--- src/rtl/pipe_hazard_ctrl.sv ---
// Five-stage pipeline hazard unit: operand forwarding, load-use stall sequencing,
// branch flush, data-memory freeze, and saturating stall/flush event counters.
module pipe_hazard_ctrl #(
    parameter int unsigned AW         = 5,
    parameter int unsigned LU_BUBBLES = 1,
    parameter int unsigned CNT_W      = 16
) (
    input  logic             clk,
    input  logic             reset,
    input  logic [AW-1:0]    rs1D,
    input  logic [AW-1:0]    rs2D,
    input  logic [AW-1:0]    rs1E,
    input  logic [AW-1:0]    rs2E,
    input  logic [AW-1:0]    rdE,
    input  logic             reg_writeE,
    input  logic             loadE,
    input  logic             pc_srcE,
    input  logic [AW-1:0]    rdM,
    input  logic             reg_writeM,
    input  logic [AW-1:0]    rdW,
    input  logic             reg_writeW,
    input  logic             mem_busy,
    output logic             stallF,
    output logic             stallD,
    output logic             stallE,
    output logic             stallM,
    output logic             flushD,
    output logic             flushE,
    output logic [1:0]       forwardAE,
    output logic [1:0]       forwardBE,
    output logic [CNT_W-1:0] stall_cycles,
    output logic [CNT_W-1:0] flush_events,
    output logic [1:0]       state
);

    localparam int unsigned LU_W = 3;
    localparam logic [1:0] RUN      = 2'b00;
    localparam logic [1:0] LU_WAIT  = 2'b01;
    localparam logic [1:0] MEM_WAIT = 2'b10;
    localparam logic [LU_W-1:0] LU_LOAD  = LU_W'(LU_BUBBLES - 1);
    localparam logic            LU_MULTI = (LU_BUBBLES > 1);
    localparam logic [CNT_W-1:0] CNT_MAX = {CNT_W{1'b1}};

    logic [1:0]      state_q, state_d, eff_state;
    logic [LU_W-1:0] lu_cnt_q, lu_cnt_d;
    logic            lu_hit;

    assign state  = state_q;
    assign lu_hit = loadE && reg_writeE && (rdE != '0) && ((rdE == rs1D) || (rdE == rs2D));

    // Forwarding select: memory stage wins over writeback; x0 never forwards
    always_comb begin
        forwardAE = 2'b00;
        forwardBE = 2'b00;
        if (reset) begin
            if (reg_writeM && (rdM != '0) && (rdM == rs1E))
                forwardAE = 2'b10;
            else if (reg_writeW && (rdW != '0) && (rdW == rs1E))
                forwardAE = 2'b01;
            if (reg_writeM && (rdM != '0) && (rdM == rs2E))
                forwardBE = 2'b10;
            else if (reg_writeW && (rdW != '0) && (rdW == rs2E))
                forwardBE = 2'b01;
        end
    end

    // Next-state and stall/flush decode; leaving MEM_WAIT acts as the resumed state
    always_comb begin
        state_d   = state_q;
        lu_cnt_d  = lu_cnt_q;
        stallF    = 1'b0;
        stallD    = 1'b0;
        stallE    = 1'b0;
        stallM    = 1'b0;
        flushD    = 1'b0;
        flushE    = 1'b0;
        eff_state = state_q;
        if (state_q == MEM_WAIT)
            eff_state = (lu_cnt_q != '0) ? LU_WAIT : RUN;

        if (!reset) begin
            flushD   = 1'b1;
            flushE   = 1'b1;
            state_d  = RUN;
            lu_cnt_d = '0;
        end else if (mem_busy) begin
            stallF  = 1'b1;
            stallD  = 1'b1;
            stallE  = 1'b1;
            stallM  = 1'b1;
            state_d = MEM_WAIT;
        end else if (pc_srcE) begin
            flushD   = 1'b1;
            flushE   = 1'b1;
            lu_cnt_d = '0;
            state_d  = RUN;
        end else begin
            case (eff_state)
                LU_WAIT: begin
                    stallF = 1'b1;
                    stallD = 1'b1;
                    flushE = 1'b1;
                    if (lu_cnt_q <= LU_W'(1)) begin
                        lu_cnt_d = '0;
                        state_d  = RUN;
                    end else begin
                        lu_cnt_d = lu_cnt_q - LU_W'(1);
                        state_d  = LU_WAIT;
                    end
                end
                default: begin
                    state_d = RUN;
                    if (lu_hit) begin
                        stallF   = 1'b1;
                        stallD   = 1'b1;
                        flushE   = 1'b1;
                        lu_cnt_d = LU_LOAD;
                        state_d  = LU_MULTI ? LU_WAIT : RUN;
                    end
                end
            endcase
        end
    end

    // State, bubble counter and saturating performance counters
    always_ff @(posedge clk or negedge reset) begin
        if (!reset) begin
            state_q      <= RUN;
            lu_cnt_q     <= '0;
            stall_cycles <= '0;
            flush_events <= '0;
        end else begin
            state_q  <= state_d;
            lu_cnt_q <= lu_cnt_d;
            if (stallF && (stall_cycles != CNT_MAX))
                stall_cycles <= stall_cycles + CNT_W'(1);
            if (flushD && (flush_events != CNT_MAX))
                flush_events <= flush_events + CNT_W'(1);
        end
    end

endmodule

--- config.mk ---
export PLATFORM = sky130hd
export DESIGN_NAME = pipe_hazard_ctrl
export DESIGN_NICKNAME = d
export VERILOG_FILES = /design/src/rtl/pipe_hazard_ctrl.sv
export SDC_FILE = /design/constraint.sdc
export NUM_CORES = 1
export LEC_CHECK = 0
export CAP_MARGIN = 20
export CORE_ASPECT_RATIO = 0.75
export CORE_UTILIZATION = 41
export CTS_BUF_LIST = sky130_fd_sc_hd__clkbuf_8
export DETAILED_ROUTE_END_ITERATION = 12
export GPL_TIMING_DRIVEN = 0
export PLACE_DENSITY = 0.78
export REMOVE_ABC_BUFFERS = 1
export SLEW_MARGIN = 25
export SYNTH_ARGS = -nofsm -noshare
export SYNTH_HDL_FRONTEND = slang
export SYNTH_SLANG_ARGS = --single-unit
--- constraint.sdc ---
create_clock -name clk -period 2.2 [get_ports clk]
set_input_delay 0.55 -clock clk [delete_from_list [all_inputs] [get_ports clk]]
set_output_delay 0.55 -clock clk [all_outputs]
set_load 0.01 [all_outputs]
==> impl_summary.log, run 1 <==
[metrics] setup repair after global routing missed its margin: true
[metrics] headroom to the max-slew limit: 0.740
[metrics] Sum Neg Setup Slack: -1.11 ns
[metrics] kind of end point of the critical path: output port
[metrics] post-route non-filler standard cell count: between 400 and 500
[metrics] vias in the first global route: just over 2000
[metrics] result of the run: complete, but fails checks
[metrics] post-route ant nets: 0
[metrics] startpoint of the most critical register-to-register path: stall_cycles[0]
[metrics] post-route fraction of the period consumed by the critical path: 1.10
[metrics] Max Cap Viol: 0
[metrics] highest net fanout along the worst path: 3
[metrics] Peak supply drop: 0.549 mV
[metrics] number of H-tree levels: 2
[metrics] via count: about 2100
[metrics] Critical Path Slowest Stage Cell: sky130_fd_sc_hd__clkdlybuf4s15_1
[metrics] commonest non-fill, non-tap cell in the layout: sky130_fd_sc_hd__clkdlybuf4s50_1
[metrics] final hold violation count: 0
[metrics] maximum number of pins on one net before global-route repair: 14
[metrics] Area Growth Syn to Fin: 61.0%
[metrics] wire length of the first global-routing pass: 9690 µm
[metrics] Worst EP arrival: 1.88 ns
[metrics] library cells used by synthesis: 44
[metrics] Setup-failing EPs final: 7
[metrics] most used flip-flop cell after synthesis: sky130_fd_sc_hd__dfrtp_1
[metrics] synthesized instance count: 222
[metrics] CTS tree: done
[metrics] depth of the worst register-to-register path: 6
[metrics] largest buffer count on any clock path: 2
[metrics] Avg Cell Area, Syn: ~10 µm²
[metrics] Clock Root Buffer: sky130_fd_sc_hd__clkbuf_8
[metrics] CTS sink count: 37
[metrics] final worst slack: -0.229 ns
[metrics] path type of the worst min-delay path: in2async
[metrics] shortest clock period the worst path allows after layout: 2.43 ns
[metrics] async set-reset flop share out of synthesis: 1.00
[metrics] count of antenna diodes in the layout: 0
[metrics] share of layout cells above drive strength 1: 0.278
[metrics] Post-Synthesis Cell Area: approximately 2300 µm²
[metrics] minimum setup slack among reg-to-reg paths: 0.09 ns
[metrics] startpoint-to-endpoint class of the critical path: in2out
[metrics] effective utilization at floorplan: 0.425
[metrics] die footprint: ~6000 µm²
[metrics] number of buffers inserted by hold repair at cts: 0
[metrics] post-detailed-route DRC marker count: 0
[metrics] Detailed Route Iter0 Violations: 68
[metrics] vertical extent of the die: 66.5 µm
[metrics] Crit path max-delay family: buffers and inverters
[metrics] number of buffer cells added on primary ports: 86
[metrics] detail-routed net length per standard cell: 16.1 µm
[metrics] total count of max-transition violations in the final report: 0
[metrics] total length of routed wires: 6600 µm
[metrics] WP data required: 1.65 ns
[metrics] startpoint types: input pin
[metrics] Vias per Instance: about 5.1
[metrics] number of warnings printed during yosys synthesis: 0
[metrics] critical-path cell list: clkdlybuf4s15_1, xor2_2, nor3_2, a22oi_2, buf_4, o21ai_4, and2_4, buf_6
[metrics] count of buffering cells on the critical path with inverters included: 3
[metrics] end of the worst register-to-register path: stall_cycles[1]
[metrics] fraction of the yosys area taken by sequential cells: 0.407
[metrics] number of synthesized flops with an enable pin: 0
[metrics] CP peak stage delay: roughly 0.23 ns
[metrics] commonest cells after routing, fill and taps aside: sky130_fd_sc_hd__clkdlybuf4s50_1, sky130_fd_sc_hd__dfrtp_1, sky130_fd_sc_hd__xor2_1, sky130_fd_sc_hd__xnor2_1, sky130_fd_sc_hd__buf_4
[metrics] dpl ws: -1.16 ns
[metrics] Power Dens Cells: 573 nW/µm²
[metrics] worst setup skew after layout: 0.00708 ns
[metrics] later-pin clock latency in the skew report: slightly below 0.3 ns
[metrics] total instance count after detailed placement: 382
[metrics] static leakage: 1.65 nW
[metrics] num rows: 23
[metrics] gpl congestion: 0.907
[metrics] number of synthesized register bits: 37
[metrics] placeable core area: 5350 µm²
[metrics] Boundary Pins: 87
[metrics] Least-Margin Pin Slew: 0.389 ns
[metrics] Max Clock Freq: 412 MHz
[metrics] Pre-Repair DR Iteration Count: 4
[metrics] Post-DP HPWL: 4490 µm
[metrics] clock transition time at the flip-flop clock pins of the worst setup and hold paths: 0.07 ns
[metrics] violations in the final reports: negative setup slack
[metrics] NumNets Final: ~380
[metrics] initial antenna violation count: 0
[metrics] total congestion overflow: 0
[metrics] cts bufs inserted: 5
[metrics] filler instances: 423
[metrics] GRT Overall Usage: 0.224
[metrics] width of the die: 88.0 µm
-- layout make-up --
class                      count  area (µm²)  share of cell area
clock buffer                   5        68.8              0.0188
tap                           75        93.8              0.0256
clock inverter                 3        11.3             0.00307
inverter                       9        33.8             0.00922
sequential                    37         928               0.253
timing repair buffer         106        1050               0.286
multi-input combinational    174        1480               0.404
-- metrics by stage --
stage               power (W)  area, µm²  hold slack, ns   util
floorplan             0.00117       2260           0.254      -
global placement      0.00153       3220           0.481  0.601
detailed placement    0.00156       3240           0.484  0.605
CTS                   0.00206       3540          0.0434  0.662
global route          0.00221       3660          0.0353  0.685
finish                0.00210       3660          0.0525  0.685
-- routing by layer --
| layer | global-route usage | up-vias | wire length, µm |
|---|---|---|---|
| met5 | 0 | - | 0 |
| met4 | 0.0645 | 0 | 44 |
| met3 | 0.0632 | 6 | 363 |
| met2 | 0.345 | 59 | 3160 |
| met1 | 0.308 | 1017 | 3040 |
| li1 | - | 1006 | - |
-- power breakdown --
group          internal (W)  switching (W)
Clock              0.000211       0.000232
Combinational      0.000428       0.000315
Sequential         0.000777       0.000138
Total               0.00142       0.000685
-- kinds of logic after synthesis --
family / after synthesis / share of synthesized area
XOR/XNOR: 58 / 0.223
multiplexers: 5 / 0.0242
AO/OA/AOI/OAI: 22 / 0.0918
flip-flops: 37 / 0.407
AND/OR/NAND/NOR: 84 / 0.205
adder cells (fa/ha/maj): 5 / 0.0275
buffers and inverters: 11 / 0.0214
-- cell usage after synthesis, types with 2 or more instances --
cell	n	area, µm²
sky130_fd_sc_hd__dfrtp_1	37	926
sky130_fd_sc_hd__xor2_1	36	315
sky130_fd_sc_hd__xnor2_1	22	193
sky130_fd_sc_hd__nand3_1	13	65.1
sky130_fd_sc_hd__nand2_1	12	45.0
sky130_fd_sc_hd__nor2_1	12	45.0
sky130_fd_sc_hd__inv_1	9	33.8
sky130_fd_sc_hd__nand4_1	9	56.3
sky130_fd_sc_hd__and3_1	7	43.8
sky130_fd_sc_hd__nor3_1	6	30.0
sky130_fd_sc_hd__and2_1	5	31.3
sky130_fd_sc_hd__ha_1	5	62.6
sky130_fd_sc_hd__nor4_1	4	25.0
sky130_fd_sc_hd__or4_1	4	30.0
sky130_fd_sc_hd__a21oi_1	3	15.0
sky130_fd_sc_hd__and4_1	3	26.3
sky130_fd_sc_hd__nand2b_1	3	18.8
sky130_fd_sc_hd__buf_4	2	15.0
sky130_fd_sc_hd__mux2_1	2	22.5
sky130_fd_sc_hd__mux2_2	2	22.5
sky130_fd_sc_hd__o21a_1	2	15.0
sky130_fd_sc_hd__o21ai_0	2	10.0
-- flip-flops by register name, summed over array words and instances (netlist names) --
name / count
lu_cnt_q: 3
state: 2
flush_events: 16
stall_cycles: 16
-- how the worst max path moves through the flow --
stage,startpoint,endpoint,depth (start not counted)
finish,rs2D[2],stallD,8
global route,rs2D[2],stallD,8
CTS,rdE[4],stallD,7
detailed placement,rdM[1],forwardBE[0],6
global placement,reset,forwardAE[0],5
floorplan,rdM[1],forwardAE[0],4
-- what timing repair did --
action | 4_1_cts | 5_1_grt
endpoints found under the setup margin | 30 | 24
resized for setup | 175 | 22
pin swaps | 31 | 14
gates cloned | 2 | 0
buffers inserted | 11 | 6
-- worst register-to-register path: cells and delay by family, from the launching register on --
| family | cells | cell delay [ns] |
|---|---|---|
| AOI/OAI and AO/OA | 2 | 0.57 |
| adders and majority gates | 1 | 0.21 |
| and+or+nand+nor | 2 | 0.43 |
| DFF | 1 | 0.46 |
| muxes | 1 | 0.34 |
Power figures use the tool's default switching activity.
==> run 2: changes to the inputs <==
--- a/config.mk
+++ b/config.mk
@@ -7,6 +7,7 @@
 export LEC_CHECK = 0
 export CAP_MARGIN = 20
 export CORE_ASPECT_RATIO = 0.75
+export CORE_MARGIN = 2
 export CORE_UTILIZATION = 41
 export CTS_BUF_LIST = sky130_fd_sc_hd__clkbuf_8
 export DETAILED_ROUTE_END_ITERATION = 12
==> impl_summary.log, run 2 (same netlist as run 1, synthesis figures left out) <==
[metrics] startpoint-to-endpoint class of the critical path: in2out
[metrics] Area Growth Syn to Fin: 58.8%
[metrics] effective utilization at floorplan: 0.425
[metrics] CP peak stage delay: ~0.54 ns
[metrics] Vias per Instance: 5.09
[metrics] highest net fanout along the worst path: 2
[metrics] Pre-Repair DR Iteration Count: 4
[metrics] CTS tree: done
[metrics] wire length of the first global-routing pass: around 9600 µm
[metrics] count of antenna diodes in the layout: 0
[metrics] final hold violation count: 0
[metrics] sum of internal, switching and leakage power: 0.00211 W
[metrics] shortest clock period the worst path allows after layout: between 2 and 2.5 ns
[metrics] vias in the first global route: 1880
[metrics] path type of the worst min-delay path: in2async
[metrics] Max Clock Freq: 413 MHz
[metrics] post-route ant nets: 0
[metrics] filler instances: 426
[metrics] CTS sink count: 37
[metrics] post-detailed-route DRC marker count: 0
[metrics] number of buffer cells added on primary ports: 86
[metrics] Setup-failing EPs final: 7
[metrics] width of the die: roughly 90 µm
[metrics] largest registers: flush_events: 16 flops, stall_cycles: 16 flops, lu_cnt_q: 3 flops
[metrics] Post-DP HPWL: 4420 µm
[metrics] result of the run: complete, but fails checks
[metrics] NumNets Final: 389
[metrics] final worst slack: -0.223 ns
[metrics] clock transition time at the flip-flop clock pins of the worst setup and hold paths: 0.08 ns
[metrics] post-route fraction of the period consumed by the critical path: 1.10
[metrics] largest buffer count on any clock path: 2
[metrics] commonest cells after routing, fill and taps aside: sky130_fd_sc_hd__clkdlybuf4s50_1, sky130_fd_sc_hd__xor2_1, sky130_fd_sc_hd__dfrtp_1, sky130_fd_sc_hd__buf_4, sky130_fd_sc_hd__xnor2_1
[metrics] Clock Root Buffer: sky130_fd_sc_hd__clkbuf_8
[metrics] Worst EP arrival: 1.87 ns
[metrics] headroom to the max-slew limit: 0.631
[metrics] Max Cap Viol: 0
[metrics] cts bufs inserted: 5
[metrics] total congestion overflow: 0
[metrics] violations in the final reports: negative setup slack
[metrics] number of buffers inserted by hold repair at cts: 0
[metrics] startpoint types: input pin
[metrics] setup repair after global routing missed its margin: true
[metrics] WP data required: 1.65 ns
[metrics] via count: 2123
[metrics] placed cell areas: 3230 µm²
[metrics] initial antenna violation count: 0
[metrics] kind of end point of the critical path: output port
[metrics] Detailed Route Iter0 Violations: 58
[metrics] num rows: 23
[metrics] total length of routed wires: 6460 µm
[metrics] commonest non-fill, non-tap cell in the layout: sky130_fd_sc_hd__clkdlybuf4s50_1
[metrics] static leakage: 1.63 nW
[metrics] worst setup skew after layout: 0.0105 ns
[metrics] Critical Path Slowest Stage Cell: sky130_fd_sc_hd__or4_4
[metrics] Peak supply drop: 0.416 mV
[metrics] number of H-tree levels: 2
[metrics] gpl congestion: 0.895
[metrics] Boundary Pins: slightly below 90
[metrics] vertical extent of the die: 68.5 µm
[metrics] total count of max-transition violations in the final report: 0
[metrics] maximum number of pins on one net before global-route repair: 17
[metrics] detail-routed net length per standard cell: 15.5 µm
[metrics] cell repeated most along the worst path: sky130_fd_sc_hd__nor4_4
[metrics] post-route cell area: between 3000 and 4000 µm²
[metrics] die footprint: 6170 µm²
[metrics] Power Dens Cells: just under 600 nW/µm²
[metrics] Least-Margin Pin Slew: 0.549 ns
[metrics] critical-path cell list: buf_8, or4_4, o21ai_4, nor4_4, nor4_4, buf_2
[metrics] GRT Overall Usage: 0.197
[metrics] later-pin clock latency in the skew report: 0.29 ns
[metrics] placeable core area: between 5000 and 6000 µm²
[metrics] share of layout cells above drive strength 1: 0.301
## run 2: cell types whose count changed in the layout (fill, tap and decap cells not counted), sizes merged
cell | before | now
clkbuf | 5 | 14
dlymetal6s2s | 4 | 1
inv | 12 | 9
clkinv | 0 | 2
buf | 45 | 46
bufbuf | 2 | 1
clkdlybuf4s15 | 6 | 7
clkinvlp | 0 | 1
dlygate4sd2 | 11 | 12
## run 2: metrics by stage
| step | std cells | setup WS [ns] | setup TNS [ns] | util | hold WS, ns |
|---|---|---|---|---|---|
| 2_1_floorplan | 220 | -0.142 | -0.284 | - | 0.254 |
| 3_3_place_gp | 381 | -2.37 | -92.67 | 0.601 | 0.480 |
| 3_5_place_dp | 382 | -1.15 | -16.44 | 0.604 | 0.467 |
| 4_1_cts | 400 | -0.232 | -1.13 | 0.642 | 0.0554 |
| 5_1_grt | 417 | -0.255 | -1.38 | 0.675 | 0.0338 |
| 6_report | 417 | -0.223 | -1.06 | 0.675 | 0.0458 |
## run 2: what timing repair did
item                                    CTS  global route
endpoints found under the setup margin   26            15
pin swaps                                28            24
buffers inserted                          9            18
gates resized for setup                 144            37
cloned                                    1             1
## run 2: worst max-delay path: cells and delay by family
kind / cells / cell delay, ns
AO/OA/AOI/OAI: 1 / 0.18
buffers and inverters: 2 / 0.26
AND/OR/NAND/NOR: 3 / 0.87
## run 2: layer usage
layer | vias up | part of all wire | track usage
met5 | - | 0 | 0
met4 | 0 | 0.014 | 0.0442
met3 | 11 | 0.066 | 0.0533
met2 | 87 | 0.46 | 0.298
met1 | 1004 | 0.46 | 0.286
li1 | 1021 | - | -
## run 2: worst paths after layout
kind                                   from               end  slack, ns  cells past startpoint
hold / removal                        reset  flush_events[15]       0.05                      1
setup reg to reg                lu_cnt_q[0]   stall_cycles[1]       0.06                      9
setup / recovery                     rdM[2]      forwardBE[0]      -0.22                      6
hold reg to reg            stall_cycles[10]  stall_cycles[10]       0.49                      1
min in group clk           stall_cycles[10]  stall_cycles[10]       0.49                      1
max in group asynchronous             reset   stall_cycles[0]       1.67                      4
## run 2: report_power, final
| part | total, W | switching (W) | internal [W] |
|---|---|---|---|
| sequential | 0.000900 | 0.000123 | 0.000777 |
| clock | 0.000468 | 0.000250 | 0.000219 |
| combinational | 0.000746 | 0.000319 | 0.000426 |
## run 2: layout make-up
cell class                 count  area [µm²]  area share
multi-input combinational    174        1430       0.396
timing repair buffer         114        1040       0.288
sequential                    37         928       0.257
tap                           75        93.8      0.0260
clock buffer                   5        68.8      0.0190
inverter                       9        33.8     0.00935
clock inverter                 3        17.5     0.00485
==> run 3: changes to the inputs <==
--- a/config.mk
+++ b/config.mk
@@ -5,14 +5,14 @@
 export SDC_FILE = /design/constraint.sdc
 export NUM_CORES = 1
 export LEC_CHECK = 0
+export ABC_AREA = 1
 export CAP_MARGIN = 20
 export CORE_ASPECT_RATIO = 0.75
-export CORE_MARGIN = 2
-export CORE_UTILIZATION = 41
+export CORE_UTILIZATION = 43
 export CTS_BUF_LIST = sky130_fd_sc_hd__clkbuf_8
 export DETAILED_ROUTE_END_ITERATION = 12
 export GPL_TIMING_DRIVEN = 0
-export PLACE_DENSITY = 0.78
+export PLACE_DENSITY = 0.79
 export REMOVE_ABC_BUFFERS = 1
 export SLEW_MARGIN = 25
 export SYNTH_ARGS = -nofsm -noshare
==> impl_summary.log, run 3 <==
[metrics] result of the run: completed
[metrics] Max Clock Freq: 464 MHz
[metrics] effective utilization at floorplan: 0.450
[metrics] Post-DP HPWL: 5170 µm
[metrics] post-route fraction of the period consumed by the critical path: 0.979
[metrics] Avg Cell Area, Syn: approximately 7.3 µm²
[metrics] start point of the critical path: rs2D[2]
[metrics] met3 global-route usage: 0.0447
[metrics] post-route non-filler standard cell count: 540
[metrics] count of antenna diodes in the layout: 0
[metrics] number of synthesized flops with an enable pin: 0
[metrics] commonest non-fill, non-tap cell in the layout: sky130_fd_sc_hd__nand2_1
[metrics] Peak supply drop: 0.476 mV
[metrics] dpl ws: -0.926 ns
[metrics] Least-Margin Pin Slew: 0.396 ns
[metrics] via count: 2686
[metrics] final worst slack: 0.0455 ns
[metrics] fraction of the yosys area taken by sequential cells: 0.350
[metrics] most used routing layer: met2
[metrics] minimum setup slack among reg-to-reg paths: roughly 0.23 ns
[metrics] num rows: 24
[metrics] leading area contributor after synthesis: sky130_fd_sc_hd__dfrtp_1
[metrics] largest registers: flush_events: 16 flops, stall_cycles: 16 flops, lu_cnt_q: 3 flops
[metrics] synthesized instance count: 363
[metrics] largest buffer count on any clock path: 2
[metrics] GR Layer Usage met1: 0.328
[metrics] library cells used by synthesis: 26
[metrics] die footprint: approximately 6500 µm²
[metrics] startpoint types: input pin
[metrics] vias in the first global route: 2534
[metrics] share of layout cells above drive strength 1: 0.186
[metrics] met2 track demand over resource: 0.356
[metrics] Setup-failing EPs final: 0
[metrics] maximum number of pins on one net before global-route repair: 23
[metrics] leading post-synthesis cells by cell area: sky130_fd_sc_hd__dfrtp_1, sky130_fd_sc_hd__nand2_1, sky130_fd_sc_hd__xnor2_1, sky130_fd_sc_hd__xor2_1, sky130_fd_sc_hd__nor2_1
[metrics] total length of routed wires: slightly above 7000 µm
[metrics] initial antenna violation count: 0
[metrics] Area Growth Syn to Fin: 40.7%
[metrics] Worst EP arrival: 1.60 ns
[metrics] most used flip-flop cell after synthesis: sky130_fd_sc_hd__dfrtp_1
[metrics] Register Area: 926 µm²
[metrics] CP peak stage delay: 0.24 ns
[metrics] commonest cells after routing, fill and taps aside: sky130_fd_sc_hd__nand2_1, sky130_fd_sc_hd__clkdlybuf4s50_1, sky130_fd_sc_hd__dfrtp_1, sky130_fd_sc_hd__inv_1, sky130_fd_sc_hd__nor2_1
[metrics] number of H-tree levels: 2
[metrics] depth of the worst register-to-register path: 9
[metrics] vertical extent of the die: 70.0 µm
[metrics] highest net fanout along the worst path: 2
[metrics] width of the die: between 90 and 100 µm
[metrics] Pre-Repair DR Iteration Count: 4
[metrics] end of the worst register-to-register path: stall_cycles[6]
[metrics] post-detailed-route DRC marker count: 0
[metrics] multi-input combinational cell area: 1630 µm²
[metrics] Critical Path Slowest Stage Cell: sky130_fd_sc_hd__dlygate4sd2_1
[metrics] clock transition time at the flip-flop clock pins of the worst setup and hold paths: 0.08 ns
[metrics] leading cell types by count after synthesis: sky130_fd_sc_hd__nand2_1, sky130_fd_sc_hd__nor2_1, sky130_fd_sc_hd__inv_1
[metrics] top-count cell post-synth: sky130_fd_sc_hd__nand2_1
[metrics] cts bufs inserted: 5
[metrics] filler instances: slightly above 500
[metrics] Vias per Instance: 4.97
[metrics] gpl congestion: between 0.9 and 1
[metrics] Power Dens Cells: between 500 and 600 nW/µm²
[metrics] static leakage: 1.82 nW
[metrics] startpoint of the most critical register-to-register path: stall_cycles[0]
[metrics] total instance count after detailed placement: 521
[metrics] placeable core area: 5890 µm²
[metrics] total congestion overflow: 0
[metrics] Fin Hold WS: 0.0794 ns
[metrics] Post-Synthesis Cell Area: 2650 µm²
[metrics] Detailed Route Iter0 Violations: 154
[metrics] Clock Root Buffer: sky130_fd_sc_hd__clkbuf_8
[metrics] worst setup skew after layout: 0.00516 ns
[metrics] shortest clock period the worst path allows after layout: 2.15 ns
[metrics] WP data required: approximately 1.7 ns
[metrics] async set-reset flop share out of synthesis: 1.00
[metrics] startpoint-to-endpoint class of the critical path: in2out
[metrics] later-pin clock latency in the skew report: slightly below 0.3 ns
[metrics] CTS sink count: 37
[metrics] NumNets Final: 509
[metrics] CTS tree: done
[metrics] post-route cell area: 3730 µm²
[metrics] fraction of post-synthesis cell area in the top cell type by area: 0.350
[metrics] path type of the worst min-delay path: in2async
[metrics] GRT Overall Usage: 0.232
[metrics] number of synthesized register bits: 37
[metrics] placed cell areas: 3580 µm²
[metrics] number of buffer cells added on primary ports: 86
[metrics] kind of end point of the critical path: output port
[metrics] headroom to the max-slew limit: 0.735
[metrics] post-route ant nets: 0
[metrics] detail-routed net length per standard cell: 13.2 µm
[metrics] Max Cap Viol: 0
[metrics] critical-path cell list: dlygate4sd2_1, inv_1, nand2_1, nand2_1, nor2_1, nand3_1, nand2_1, nand2_2, nand3_2, nand2_2, inv_1, buf_2
[metrics] cell repeated most along the worst path: sky130_fd_sc_hd__nand2_1
[metrics] wire length of the first global-routing pass: 11900 µm
[metrics] Boundary Pins: 87
[metrics] total count of max-transition violations in the final report: 0
[metrics] number of warnings printed during yosys synthesis: 0
[metrics] final hold violation count: 0
run 3: changes by cell type in the layout (fill, tap and decap cells not counted), sizes merged, moves of 6 or more:
cell | before | now
clkbuf | 14 | 20
and3 | 7 | 0
nand4 | 9 | 19
inv | 9 | 41
nand2 | 12 | 113
buf | 46 | 25
nand3 | 13 | 25
nor2 | 12 | 42
xor2 | 36 | 25
run 3: how the worst max path moves through the flow:
stage / endpoint
after global routing: flushE
after detailed placement: stallD
final: flushE
after global placement: stallD
after CTS: forwardAE[0]
after floorplan: stallD
run 3: power breakdown:
group | total [W] | switching [W] | internal [W]
registers | 0.000931 | 0.000150 | 0.000781
clock network | 0.000462 | 0.000247 | 0.000215
logic | 0.000748 | 0.000357 | 0.000391
total | 0.00214 | 0.000753 | 0.00139
run 3: kinds of logic after synthesis:
kind of cell,after synthesis,synth area share
AOI/OAI and AO/OA,9,0.0189
xor gates and xnor gates,50,0.165
adders and majority gates,5,0.0236
buffers and inverters,47,0.0737
DFF,37,0.350
and+or+nand+nor,215,0.369
run 3: stage by stage:
step / total power, W / TNS (ns) / utilization
global route: 0.00228 / -0.0612 / 0.633
finish: 0.00214 / 0 / 0.633
floorplan: 0.00125 / 0 / -
CTS: 0.00213 / 0 / 0.627
global placement: 0.00163 / -92.07 / 0.605
detailed placement: 0.00166 / -12.20 / 0.609
run 3: layer usage:
metal,part of all wire,routed length (µm)
met1,0.47,3380
met2,0.45,3210
met3,0.055,395
met4,0.021,151
met5,0,0
run 3: critical path: cells and delay by family:
family	cells	cell delay, ns
buffers and inverters	4	0.47
and+or+nand+nor	8	0.59
run 3: timing repair:
action	4_1_cts	5_1_grt
pin swaps	24	30
cloned	0	0
hold buffers	0	0
buffers inserted	7	4
gates resized for setup	106	56
endpoints found under the setup margin	11	8
run 3: layout make-up:
type                            count  area share
Clock inverter                      3     0.00369
Tap cell                           78      0.0262
Clock buffer                        5      0.0185
Sequential cell                    37       0.248
Timing Repair Buffer               98       0.225
Inverter                           40      0.0416
Multi-Input combinational cell    279       0.437
